$ cat config.mk
export PLATFORM = sky130hd
export DESIGN_NAME = ped_request_ctrl_flat
export DESIGN_NICKNAME = d
export VERILOG_FILES = /design/src/rtl/traffic_pkg.sv /design/src/rtl/ped_request_ctrl_if.sv /design/src/rtl/debouncer.sv /design/src/rtl/ped_request_ctrl.sv /design/src/flat_wrapper.sv
export SDC_FILE = /design/constraint.sdc
export NUM_CORES = 1
export LEC_CHECK = 0
export ABC_AREA = 1
export CORE_AREA = 2 2 95 97
export CTS_CLUSTER_SIZE = 24
export DETAILED_ROUTE_END_ITERATION = 12
export DIE_AREA = 0 0 97 99
export DONT_BUFFER_PORTS = 1
export HOLD_SLACK_MARGIN = 0.08
export SYNTH_ARGS = -nofsm -noshare
export SYNTH_HDL_FRONTEND = slang
export SYNTH_SLANG_ARGS = --single-unit
$ cat constraint.sdc
create_clock -name clk -period 1.93 [get_ports clk]
set_clock_uncertainty 0.2 [all_clocks]
set_input_delay 0.579 -clock clk [delete_from_list [all_inputs] [get_ports clk]]
set_output_delay 0.579 -clock clk [all_outputs]
set_load 0.1 [all_outputs]
$ cat src/rtl/traffic_pkg.sv
// Shared state type, default timing constants and a counter-width helper
// for the pedestrian-crossing request logic.
package traffic_pkg;

  typedef enum logic [1:0] {
    IDLE    = 2'd0,
    PENDING = 2'd1,
    SERVING = 2'd2,
    LOCKOUT = 2'd3
  } ped_state_t;

  localparam int DEFAULT_DEBOUNCE_CYCLES = 1_000_000;
  localparam int DEFAULT_LOCKOUT_CYCLES  = 200_000_000;
  localparam int SYNC_STAGES             = 2;

  // Counter width for a terminal count of n-1, never narrower than one bit.
  function automatic int cnt_width(input int n);
    int w;
    w = $clog2(n);
    return (w < 1) ? 1 : w;
  endfunction

endpackage

$ cat src/rtl/ped_request_ctrl_if.sv
// Button, light-controller and indicator signals of the pedestrian request block.
interface ped_request_ctrl_if;

  logic btn_raw;
  logic ped_green;
  logic request;
  logic btn_level;
  logic lockout;

  modport master (
    output btn_raw,
    output ped_green,
    input  request,
    input  btn_level,
    input  lockout
  );

  modport slave (
    input  btn_raw,
    input  ped_green,
    output request,
    output btn_level,
    output lockout
  );

endinterface

$ cat src/rtl/debouncer.sv
// Two-flop synchronizer plus stability counter: the level output follows the
// synchronized input only after it has differed for DEBOUNCE_CYCLES cycles.
module debouncer
  import traffic_pkg::*;
#(
  parameter int DEBOUNCE_CYCLES = DEFAULT_DEBOUNCE_CYCLES
) (
  input  logic clk,
  input  logic reset_n,
  input  logic din,
  output logic level
);

  localparam int               CNT_W    = cnt_width(DEBOUNCE_CYCLES);
  localparam logic [CNT_W-1:0] CNT_LAST = CNT_W'(DEBOUNCE_CYCLES - 1);

  logic [SYNC_STAGES-1:0] sync_q, sync_d;
  logic                   synced;
  logic [CNT_W-1:0]       cnt_q, cnt_d;
  logic                   level_q, level_d;

  assign sync_d = {sync_q[SYNC_STAGES-2:0], din};
  assign synced = sync_q[SYNC_STAGES-1];

  // The counter holds how many earlier cycles already differed, so the
  // level flips on the DEBOUNCE_CYCLES-th consecutive differing sample.
  always_comb begin
    cnt_d   = '0;
    level_d = level_q;
    if (synced != level_q) begin
      if (cnt_q == CNT_LAST) begin
        level_d = synced;
      end else begin
        cnt_d = cnt_q + CNT_W'(1);
      end
    end
  end

  always_ff @(posedge clk or negedge reset_n) begin
    if (!reset_n) begin
      sync_q  <= '0;
      cnt_q   <= '0;
      level_q <= 1'b0;
    end else begin
      sync_q  <= sync_d;
      cnt_q   <= cnt_d;
      level_q <= level_d;
    end
  end

  assign level = level_q;

endmodule

$ cat src/rtl/ped_request_ctrl.sv
// Pedestrian request controller: debounces the push-button and sequences the
// IDLE/PENDING/SERVING/LOCKOUT handshake with the light controller.
module ped_request_ctrl
  import traffic_pkg::*;
#(
  parameter int DEBOUNCE_CYCLES = DEFAULT_DEBOUNCE_CYCLES,
  parameter int LOCKOUT_CYCLES  = DEFAULT_LOCKOUT_CYCLES
) (
  input logic               clk,
  input logic               reset_n,
  ped_request_ctrl_if.slave bus
);

  localparam int                LOCK_W    = cnt_width(LOCKOUT_CYCLES);
  localparam logic [LOCK_W-1:0] LOCK_LOAD = LOCK_W'(LOCKOUT_CYCLES - 1);

  logic                 btn_level;
  logic                 btn_prev_q, btn_prev_d;
  logic                 press_q, press_d;
  logic [SYNC_STAGES:0] green_q, green_d;
  logic                 green_rise, green_fall;
  ped_state_t           state_q, state_d;
  logic [LOCK_W-1:0]    lock_cnt_q, lock_cnt_d;
  logic                 request_q, request_d;
  logic                 lockout_q, lockout_d;

  debouncer #(
    .DEBOUNCE_CYCLES(DEBOUNCE_CYCLES)
  ) u_debouncer (
    .clk    (clk),
    .reset_n(reset_n),
    .din    (bus.btn_raw),
    .level  (btn_level)
  );

  // Top bit of green_q is the previous synchronized value, used for edges.
  assign green_d    = {green_q[SYNC_STAGES-1:0], bus.ped_green};
  assign green_rise =  green_q[SYNC_STAGES-1] & ~green_q[SYNC_STAGES];
  assign green_fall = ~green_q[SYNC_STAGES-1] &  green_q[SYNC_STAGES];

  assign btn_prev_d = btn_level;
  assign press_d    = btn_level & ~btn_prev_q;

  always_comb begin
    state_d    = state_q;
    lock_cnt_d = lock_cnt_q;
    case (state_q)
      IDLE: begin
        if (press_q) begin
          state_d = PENDING;
        end
      end
      PENDING: begin
        if (green_rise) begin
          state_d = SERVING;
        end
      end
      SERVING: begin
        if (green_fall) begin
          state_d    = LOCKOUT;
          lock_cnt_d = LOCK_LOAD;
        end
      end
      LOCKOUT: begin
        if (lock_cnt_q == '0) begin
          state_d = IDLE;
        end else begin
          lock_cnt_d = lock_cnt_q - LOCK_W'(1);
        end
      end
      default: begin
        state_d    = IDLE;
        lock_cnt_d = '0;
      end
    endcase
  end

  // Outputs are registered from the next state so they change on the same
  // edge as the state register.
  always_comb begin
    request_d = (state_d == PENDING);
    lockout_d = (state_d == LOCKOUT);
  end

  always_ff @(posedge clk or negedge reset_n) begin
    if (!reset_n) begin
      state_q <= IDLE;
    end else begin
      state_q <= state_d;
    end
  end

  always_ff @(posedge clk or negedge reset_n) begin
    if (!reset_n) begin
      btn_prev_q <= 1'b0;
      press_q    <= 1'b0;
      green_q    <= '0;
      lock_cnt_q <= '0;
      request_q  <= 1'b0;
      lockout_q  <= 1'b0;
    end else begin
      btn_prev_q <= btn_prev_d;
      press_q    <= press_d;
      green_q    <= green_d;
      lock_cnt_q <= lock_cnt_d;
      request_q  <= request_d;
      lockout_q  <= lockout_d;
    end
  end

  assign bus.request   = request_q;
  assign bus.btn_level = btn_level;
  assign bus.lockout   = lockout_q;

endmodule

$ cat src/flat_wrapper.sv
// flat-port wrapper written by rule: the top's interface ports become plain ports
module ped_request_ctrl_flat import traffic_pkg::*;
#(
  parameter int DEBOUNCE_CYCLES = DEFAULT_DEBOUNCE_CYCLES,
  parameter int LOCKOUT_CYCLES  = DEFAULT_LOCKOUT_CYCLES
)
  (clk, reset_n, bus_btn_raw, bus_ped_green, bus_request, bus_btn_level, bus_lockout);
  ped_request_ctrl_if bus_i ();
  input logic clk;
  input logic reset_n;
  input wire logic [$bits(bus_i.btn_raw)-1:0] bus_btn_raw;
  input wire logic [$bits(bus_i.ped_green)-1:0] bus_ped_green;
  output wire logic [$bits(bus_i.request)-1:0] bus_request;
  output wire logic [$bits(bus_i.btn_level)-1:0] bus_btn_level;
  output wire logic [$bits(bus_i.lockout)-1:0] bus_lockout;
  assign bus_i.btn_raw = bus_btn_raw;
  assign bus_i.ped_green = bus_ped_green;
  assign bus_request = bus_i.request;
  assign bus_btn_level = bus_i.btn_level;
  assign bus_lockout = bus_i.lockout;
  ped_request_ctrl #(.DEBOUNCE_CYCLES(DEBOUNCE_CYCLES), .LOCKOUT_CYCLES(LOCKOUT_CYCLES)) u_core (.clk(clk), .reset_n(reset_n), .bus(bus_i));
endmodule
==> results of run 1 <==
## final timing paths
kind / slack, ps / cells past startpoint / startpoint / end
max: 50 / 10 / u_core.lock_cnt_q[8] / u_core.lock_cnt_q[18]
min: -280 / 0 / reset_n / u_core.lock_cnt_q[20]
max reg2reg: 50 / 10 / u_core.lock_cnt_q[8] / u_core.lock_cnt_q[18]
min reg2reg: 150 / 0 / u_core.green_q[0] / u_core.green_q[1]
max in group asynchronous: 1690 / 0 / reset_n / u_core.bus.lockout
min in group clk: 150 / 0 / u_core.green_q[0] / u_core.green_q[1]
## per-stage QoR
step	cells	utilization	power, W
2_1_floorplan	455	-	0.00131
3_3_place_gp	599	0.441	0.00132
3_5_place_dp	599	0.441	0.00132
4_1_cts	617	0.469	0.00248
5_1_grt	628	0.499	0.00254
6_report	628	0.499	0.00245
## cell type report
| class | instances | share of cell area |
|---|---|---|
| Multi-Input combinational cell | 339 | 0.414 |
| Sequential cell | 60 | 0.352 |
| Timing Repair Buffer | 56 | 0.113 |
| Inverter | 49 | 0.0431 |
| Tap cell | 108 | 0.0316 |
| Clock buffer | 9 | 0.0290 |
| Clock inverter | 7 | 0.0179 |
## layer usage
layer,global-route usage,wire length (um),up-vias
met5,0,0,-
met4,0.0542,146,0
met3,0.0489,319,18
met2,0.300,4170,63
met1,0.216,3580,1467
li1,-,-,1570
## worst reg2reg max path, delay by kind of cell (launching register included)
kind | cells | cell delay [ps]
buffers and inverters | 2 | 280
flip-flops | 1 | 430
AND/OR/NAND/NOR | 7 | 780
AO/OA/AOI/OAI | 1 | 70
## cell usage after synthesis
master / count
buf_2: 2
inv_2: 1
xor2_1: 12
o21bai_1: 1
nor3_1: 10
xnor2_1: 3
ha_1: 2
a21oi_1: 4
a211oi_1: 3
a21boi_0: 1
nand4_1: 12
nor2_1: 84
nor3b_1: 1
and2_1: 2
o21ai_0: 15
inv_1: 48
nand2_2: 6
nor2_4: 3
nand2_1: 120
dfrtp_1: 60
o21ai_2: 3
clkbuf_1: 2
o31ai_1: 1
nor3_2: 1
nand3b_1: 8
nor2_2: 4
nand3_1: 42
buf_6: 3
or2_2: 1
## sequential cells by signal, indices dropped and copies added (netlist names)
register and count:
u_core.lock_cnt_q 28, u_core.state_q 2, u_core.green_q 3, u_core.u_debouncer.level 1
u_core.u_debouncer.cnt_q 20, u_core.bus.request 1, u_core.press_q 1, u_core.bus.lockout 1
u_core.btn_prev_q 1, u_core.u_debouncer.sync_q 2
## kinds of logic (layout without fill, tap and decap cells)
group,after synthesis,count (layout),share of synthesized area
compound gates,28,28,0.0496
xor+xnor,15,15,0.0392
fa+ha+maj,2,2,0.00746
buf+inv,56,121,0.0701
flops,60,60,0.448
simple gates,294,294,0.386
## power by group through the flow
stage          Sequential [W]  Combinational, W  Clock [W]
2_1_floorplan         0.00130         0.0000169          0
5_1_grt               0.00127         0.0000324    0.00124
3_5_place_dp          0.00130         0.0000248          0
3_3_place_gp          0.00130         0.0000243          0
4_1_cts               0.00127         0.0000280    0.00118
6_report              0.00127         0.0000279    0.00115
## what timing repair did
item | 4_1_cts | 5_1_grt
hold endpoints to repair | 62 | 60
gates resized for setup | 6 | 54
setup endpoints to repair | 25 | 37
gates cloned | 0 | 3
buffers inserted | 0 | 8
pin swaps | 0 | 10
==> load_flow_metrics.sql, run 1 <==
INSERT INTO impl_metrics (metric_group, metric, value, unit) VALUES
('timing', 'postLayoutSetupSlackWorst', '45.2', 'ps'),
('synth', 'synth_fp_nets', '461', ''),
('worst_setup_path', 'worst-path-buf-inv', '2', ''),
('drt', 'drt_wl_total', '8.21', 'mm'),
('power', 'p_int', '0.00188', 'W'),
('timing', 'hold_violations', '60', ''),
('synth', 'ys_types', '29', ''),
('drt', 'vias', '3118', ''),
('drt', 'routed_via_density', '4.96', ''),
('worst_setup_path', 'critical-path-max-stage-delay', '430', 'ps'),
('timing', 'final-setup-viol-count', '0', ''),
('layout', 'number_of_nets_in_the_finished_design', '521', ''),
('drt', 'drtIter0Drc', '169', ''),
('floorplan', 'ioPinCount', '7', ''),
('worst_setup_path', 'critPathRequiredTime', '1960', 'ps'),
('clock_tree', 'clock_tree.buffer_depth', '2', ''),
('synth', 'sequential_area_share_after_synthesis', '0.448', ''),
('timing', 'timing.hold.ws', '-279', 'ps'),
('grt', 'grt_pass1_wl', '13.6', 'mm'),
('power', 'power.density_cell_area', '574', 'nW/um^2'),
('power', 'power.leakage', '2.20', 'nW'),
('timing', 'final_period_minus_worst_setup_slack', '1880', 'ps'),
('grt', 'grt_util_all_layers', '0.175', ''),
('clock_tree', 'worst_setup_hold_path_clk_slew', '80', 'ps'),
('floorplan', 'die_width', '97', 'um'),
('worst_setup_path', 'timing.critical_path.from_type', 'flop', ''),
('layout', 'diodes', '0', ''),
('synth', 'cell_count_after_synthesis', '455', ''),
('worst_setup_path', 'arrival_time_of_the_worst_setup_path', '1920', 'ps'),
('status', 'run_status', 'finished with violations', ''),
('layout', 'area.growth.synth_to_final', '27.4', '%'),
('clock_tree', 'cts_hold_repair.buffers', '2', ''),
('place', 'pre_cts_ws', '-87.8', 'ps'),
('place', 'gp_congestion', '0.858', ''),
('floorplan', 'die_extent_in_y', '99', 'um'),
('power', 'combPwrFrac', '0.011', ''),
('place', 'post_dp_cell_area', '3770', 'um^2'),
('worst_setup_path', 'critical_path.slowest_cell', 'dfrtp_1', ''),
('drt', 'drc_errors', '0', ''),
('drt', 'firstDrtPassIters', '4', ''),
('clock_tree', 'insertion_delay', '350', 'ps'),
('layout', 'fin_area', '4270', 'um^2'),
('status', 'violations', 'hold timing', ''),
('clock_tree', 'cts-htree-levels', '3', ''),
('timing', 'fin_crit_sh', '0.977', ''),
('synth', 'synth.cell_area', '3350', 'um^2'),
('clock_tree', 'cts_buffers', '9', ''),
('worst_setup_path', 'worstPathMaxFanout', '7', ''),
('floorplan', 'floorplan.initialDensity', '0.392', ''),
('power', 'swShare', '0.233', ''),
('place', 'post-dp-hpwl', '5.70', 'mm'),
('synth', 'netlist.area_leader.share', '0.448', ''),
('layout', 'final_cell_mix', '109 x nand2_1, 67 x nor2_1, 59 x dfrtp_1', ''),
('synth', 'synth_warnings', '0', ''),
('synth', 'yosys_register_bits', '60', ''),
('worst_setup_path', 'critical_path.endpoint_type', 'flop', ''),
('worst_setup_path', 'criticalPathCategory', 'reg -> reg', ''),
('power', 'ir_worst_vdd', '0.000611', 'V'),
('clock_tree', 'cts_tree', 'yes', ''),
('worst_hold_path', 'worstHoldPathType', 'in -> async', ''),
('layout', 'filler_cell_count', '808', ''),
('timing', 'max_slew_margin', '0.749', ''),
('timing', 'tns', '0', 'ps'),
('layout', 'drive_gt1_frac', '0.242', ''),
('power', 'clock_power_share', '0.469', ''),
('power', 'p_seq_frac', '0.519', ''),
('timing', 'timing_worst_slew_pin_value', '376', 'ps'),
('synth', 'netlist.top_cell.by_area', 'dfrtp_1', ''),
('floorplan', 'std_cell_rows', '34', ''),
('floorplan', 'area_of_the_core', '8550', 'um^2'),
('grt', 'overflow', '0', '');
Note: power is estimated with default switching activity, not from simulation.
==> run 2, diff against run 1 <==
==> constraint.sdc (replaced) <==
create_clock -name clk -period 1.93 [get_ports clk]
set_clock_uncertainty 0.2 [all_clocks]
set_input_delay 0.579 -clock clk [delete_from_list [all_inputs] [get_ports clk]]
set_output_delay 0.579 -clock clk [all_outputs]
set_load 0.02 [all_outputs]
==> load_flow_metrics.sql, run 2 (same netlist as run 1, synthesis figures left out) <==
INSERT INTO impl_metrics (metric_group, metric, value, unit) VALUES
('worst_setup_path', 'worst-path-buf-inv', '3', ''),
('timing', 'tns', '0', 'ps'),
('worst_setup_path', 'arrival_time_of_the_worst_setup_path', '1890', 'ps'),
('grt', 'initial_antenna_violation_count', '0', ''),
('drt', 'routed_via_density', '4.98', ''),
('timing', 'timing_worst_slew_pin_value', '409', 'ps'),
('grt', 'first_global_vias', '3039', ''),
('worst_setup_path', 'critical_path.slowest_cell', 'dfrtp_1', ''),
('grt', 'grt_util_all_layers', '0.180', ''),
('timing', 'timing.hold.ws', '-281', 'ps'),
('grt', 'gr-max-usage-layer', 'met2', ''),
('place', 'post_dp_cell_area', '3750', 'um^2'),
('layout', 'layout.cells.most_common', 'nand2_1', ''),
('timing', 'max_slew_margin', '0.726', ''),
('layout', 'diodes', '0', ''),
('worst_setup_path', 'critical-path-max-stage-delay', '400', 'ps'),
('clock_tree', 'cts-htree-levels', '3', ''),
('worst_setup_path', 'timing.critical_path.max_delay_family', 'simple AND/OR/NAND/NOR gates', ''),
('timing', 'final-setup-viol-count', '0', ''),
('place', 'placement.io_buffers', '0', ''),
('worst_setup_path', 'criticalPathCategory', 'reg -> reg', ''),
('worst_setup_path', 'worstPathMaxFanout', '3', ''),
('drt', 'drt_wl_total', '8.42', 'mm'),
('status', 'violations', 'hold timing', ''),
('floorplan', 'std_cell_rows', '34', ''),
('floorplan', 'ioPinCount', '7', ''),
('drt', 'vias', '3161', ''),
('status', 'run_status', 'finished with violations', ''),
('place', 'gp_congestion', '0.848', ''),
('grt', 'use_met2', '0.316', ''),
('layout', 'final_cell_mix', '115 x nand2_1, 70 x nor2_1, 60 x dfrtp_1', ''),
('worst_setup_path', 'timing.critical_path.from_type', 'flop', ''),
('power', 'power.density_cell_area', '553', 'nW/um^2'),
('clock_tree', 'clockRootBuffer', 'clkbuf_8', ''),
('floorplan', 'die_extent_in_y', '99', 'um'),
('timing', 'fin_crit_sh', '0.961', ''),
('timing', 'final_period_minus_worst_setup_slack', '1860', 'ps'),
('grt', 'grt_start_max_net_pins', '61', ''),
('grt', 'grt.met3_usage', '0.0411', ''),
('floorplan', 'floorplan.initialDensity', '0.392', ''),
('worst_hold_path', 'worstHoldPathType', 'in -> async', ''),
('layout', 'fin_area', '4260', 'um^2'),
('timing', 'slew_viol_final', '0', ''),
('drt', 'firstDrtPassIters', '6', ''),
('grt', 'overflow', '0', ''),
('drt', 'drc_errors', '0', ''),
('drt', 'drtAntennaViolNets', '0', ''),
('clock_tree', 'cts_hold_repair.buffers', '2', ''),
('drt', 'drt-wirelength-per-cell', '13.3', 'um'),
('clock_tree', 'cts_buffers', '9', ''),
('timing', 'postLayoutSetupSlackWorst', '74.3', 'ps'),
('layout', 'largest-register', 'u_core.lock_cnt_q', ''),
('power', 'power.leakage', '2.21', 'nW'),
('timing', 'max_clock_freq', '539', 'MHz'),
('drt', 'drtIter0Drc', '155', ''),
('worst_setup_path', 'critical_path.endpoint_type', 'flop', ''),
('place', 'pre_cts_ws', '-120', 'ps'),
('clock_tree', 'clock_tree.buffer_depth', '2', ''),
('floorplan', 'dieArea', '9600', 'um^2'),
('layout', 'area.growth.synth_to_final', '26.9', '%'),
('floorplan', 'die_width', '97', 'um'),
('clock_tree', 'worst_setup_hold_path_clk_slew', '80', 'ps'),
('clock_tree', 'cts_tree', 'yes', ''),
('layout', 'reg.largest.list', 'u_core.lock_cnt_q x28, u_core.u_debouncer.cnt_q x20, u_core.green_q x3', ''),
('timing', 'rsz0062_at_grt', 'true', ''),
('power', 'ir_worst_vdd', '0.000531', 'V'),
('layout', 'drive_gt1_frac', '0.230', ''),
('grt', 'grt_pass1_wl', '14.0', 'mm'),
('timing', 'hold_violations', '60', ''),
('worst_setup_path', 'critPathRequiredTime', '1960', 'ps'),
('worst_setup_path', 'worstPathCellList', 'nor2_2 > buf_4 > buf_4 > buf_4 > nand2_1 > nor2_4 > nand2_1 > xnor2_1 > o21ai_2 > nand2_1', ''),
('grt', 'met1_usage', '0.220', ''),
('layout', 'largest_reg_flops', '28', ''),
('floorplan', 'area_of_the_core', '8550', 'um^2'),
('clock_tree', 'numClockSinks', '60', ''),
('layout', 'number_of_nets_in_the_finished_design', '528', ''),
('clock_tree', 'insertion_delay', '340', 'ps'),
('place', 'post-dp-hpwl', '5.60', 'mm'),
('run', 'drv.max_cap_violation_count', '0', '');
run 2: changes by cell type in the layout (fill, tap and decap cells not counted), sizes merged:
cell	previous run	this run
buf	52	60
bufinv	1	0
clkbuf	11	10
clkinv	3	2
inv	50	52
run 2: area by class of cell:
class,instances,area [um^2]
repair buffers,63,532
flip-flops and latches,60,1500
clock inverters,7,58.8
multi-input cells,339,1720
fillers,797,4290
inverters,49,184
clock buffers,9,124
well taps,108,135
run 2: per-layer routing:
layer  wire (um)  share of wire
met1        3620           0.43
met2        4310           0.51
met3         341          0.041
met4         139          0.017
met5           0              0
run 2: through the flow:
stage	util	power [W]	instances	hold slack (ps)
final	0.498	0.00236	635	-281
after global routing	0.498	0.00244	635	-295
after CTS	0.482	0.00239	627	-292
after detailed placement	0.439	0.00132	596	86.5
after global placement	0.439	0.00132	596	86.2
after floorplan	-	0.00131	455	83.4
run 2: path summary, 6_finish.rpt:
check,startpoint,endpoint,slack (ps),cells past startpoint
worst max-delay path,u_core.lock_cnt_q[13],u_core.lock_cnt_q[14],70,10
min in group clk,u_core.u_debouncer.sync_q[0],u_core.u_debouncer.sync_q[1],150,0
worst max register to register,u_core.lock_cnt_q[13],u_core.lock_cnt_q[14],70,10
worst min-delay path,reset_n,u_core.lock_cnt_q[0],-280,0
max in group asynchronous,reset_n,u_core.lock_cnt_q[27],1680,0
worst min register to register,u_core.u_debouncer.sync_q[0],u_core.u_debouncer.sync_q[1],150,0
run 2: report_power, final:
part | internal (W) | total (W) | switching [W]
registers | 0.00127 | 0.00127 | 0.00000566
logic | 0.0000127 | 0.0000285 | 0.0000158
clock network | 0.000482 | 0.00105 | 0.000572
run 2: what timing repair did:
action / CTS / global route
pin swaps: 10 / 10
gates resized for setup: 15 / 21
endpoints found under the setup margin: 27 / 33
endpoints found under the hold margin: 62 / 60
gates cloned: 1 / 1
setup buffers: 12 / 8
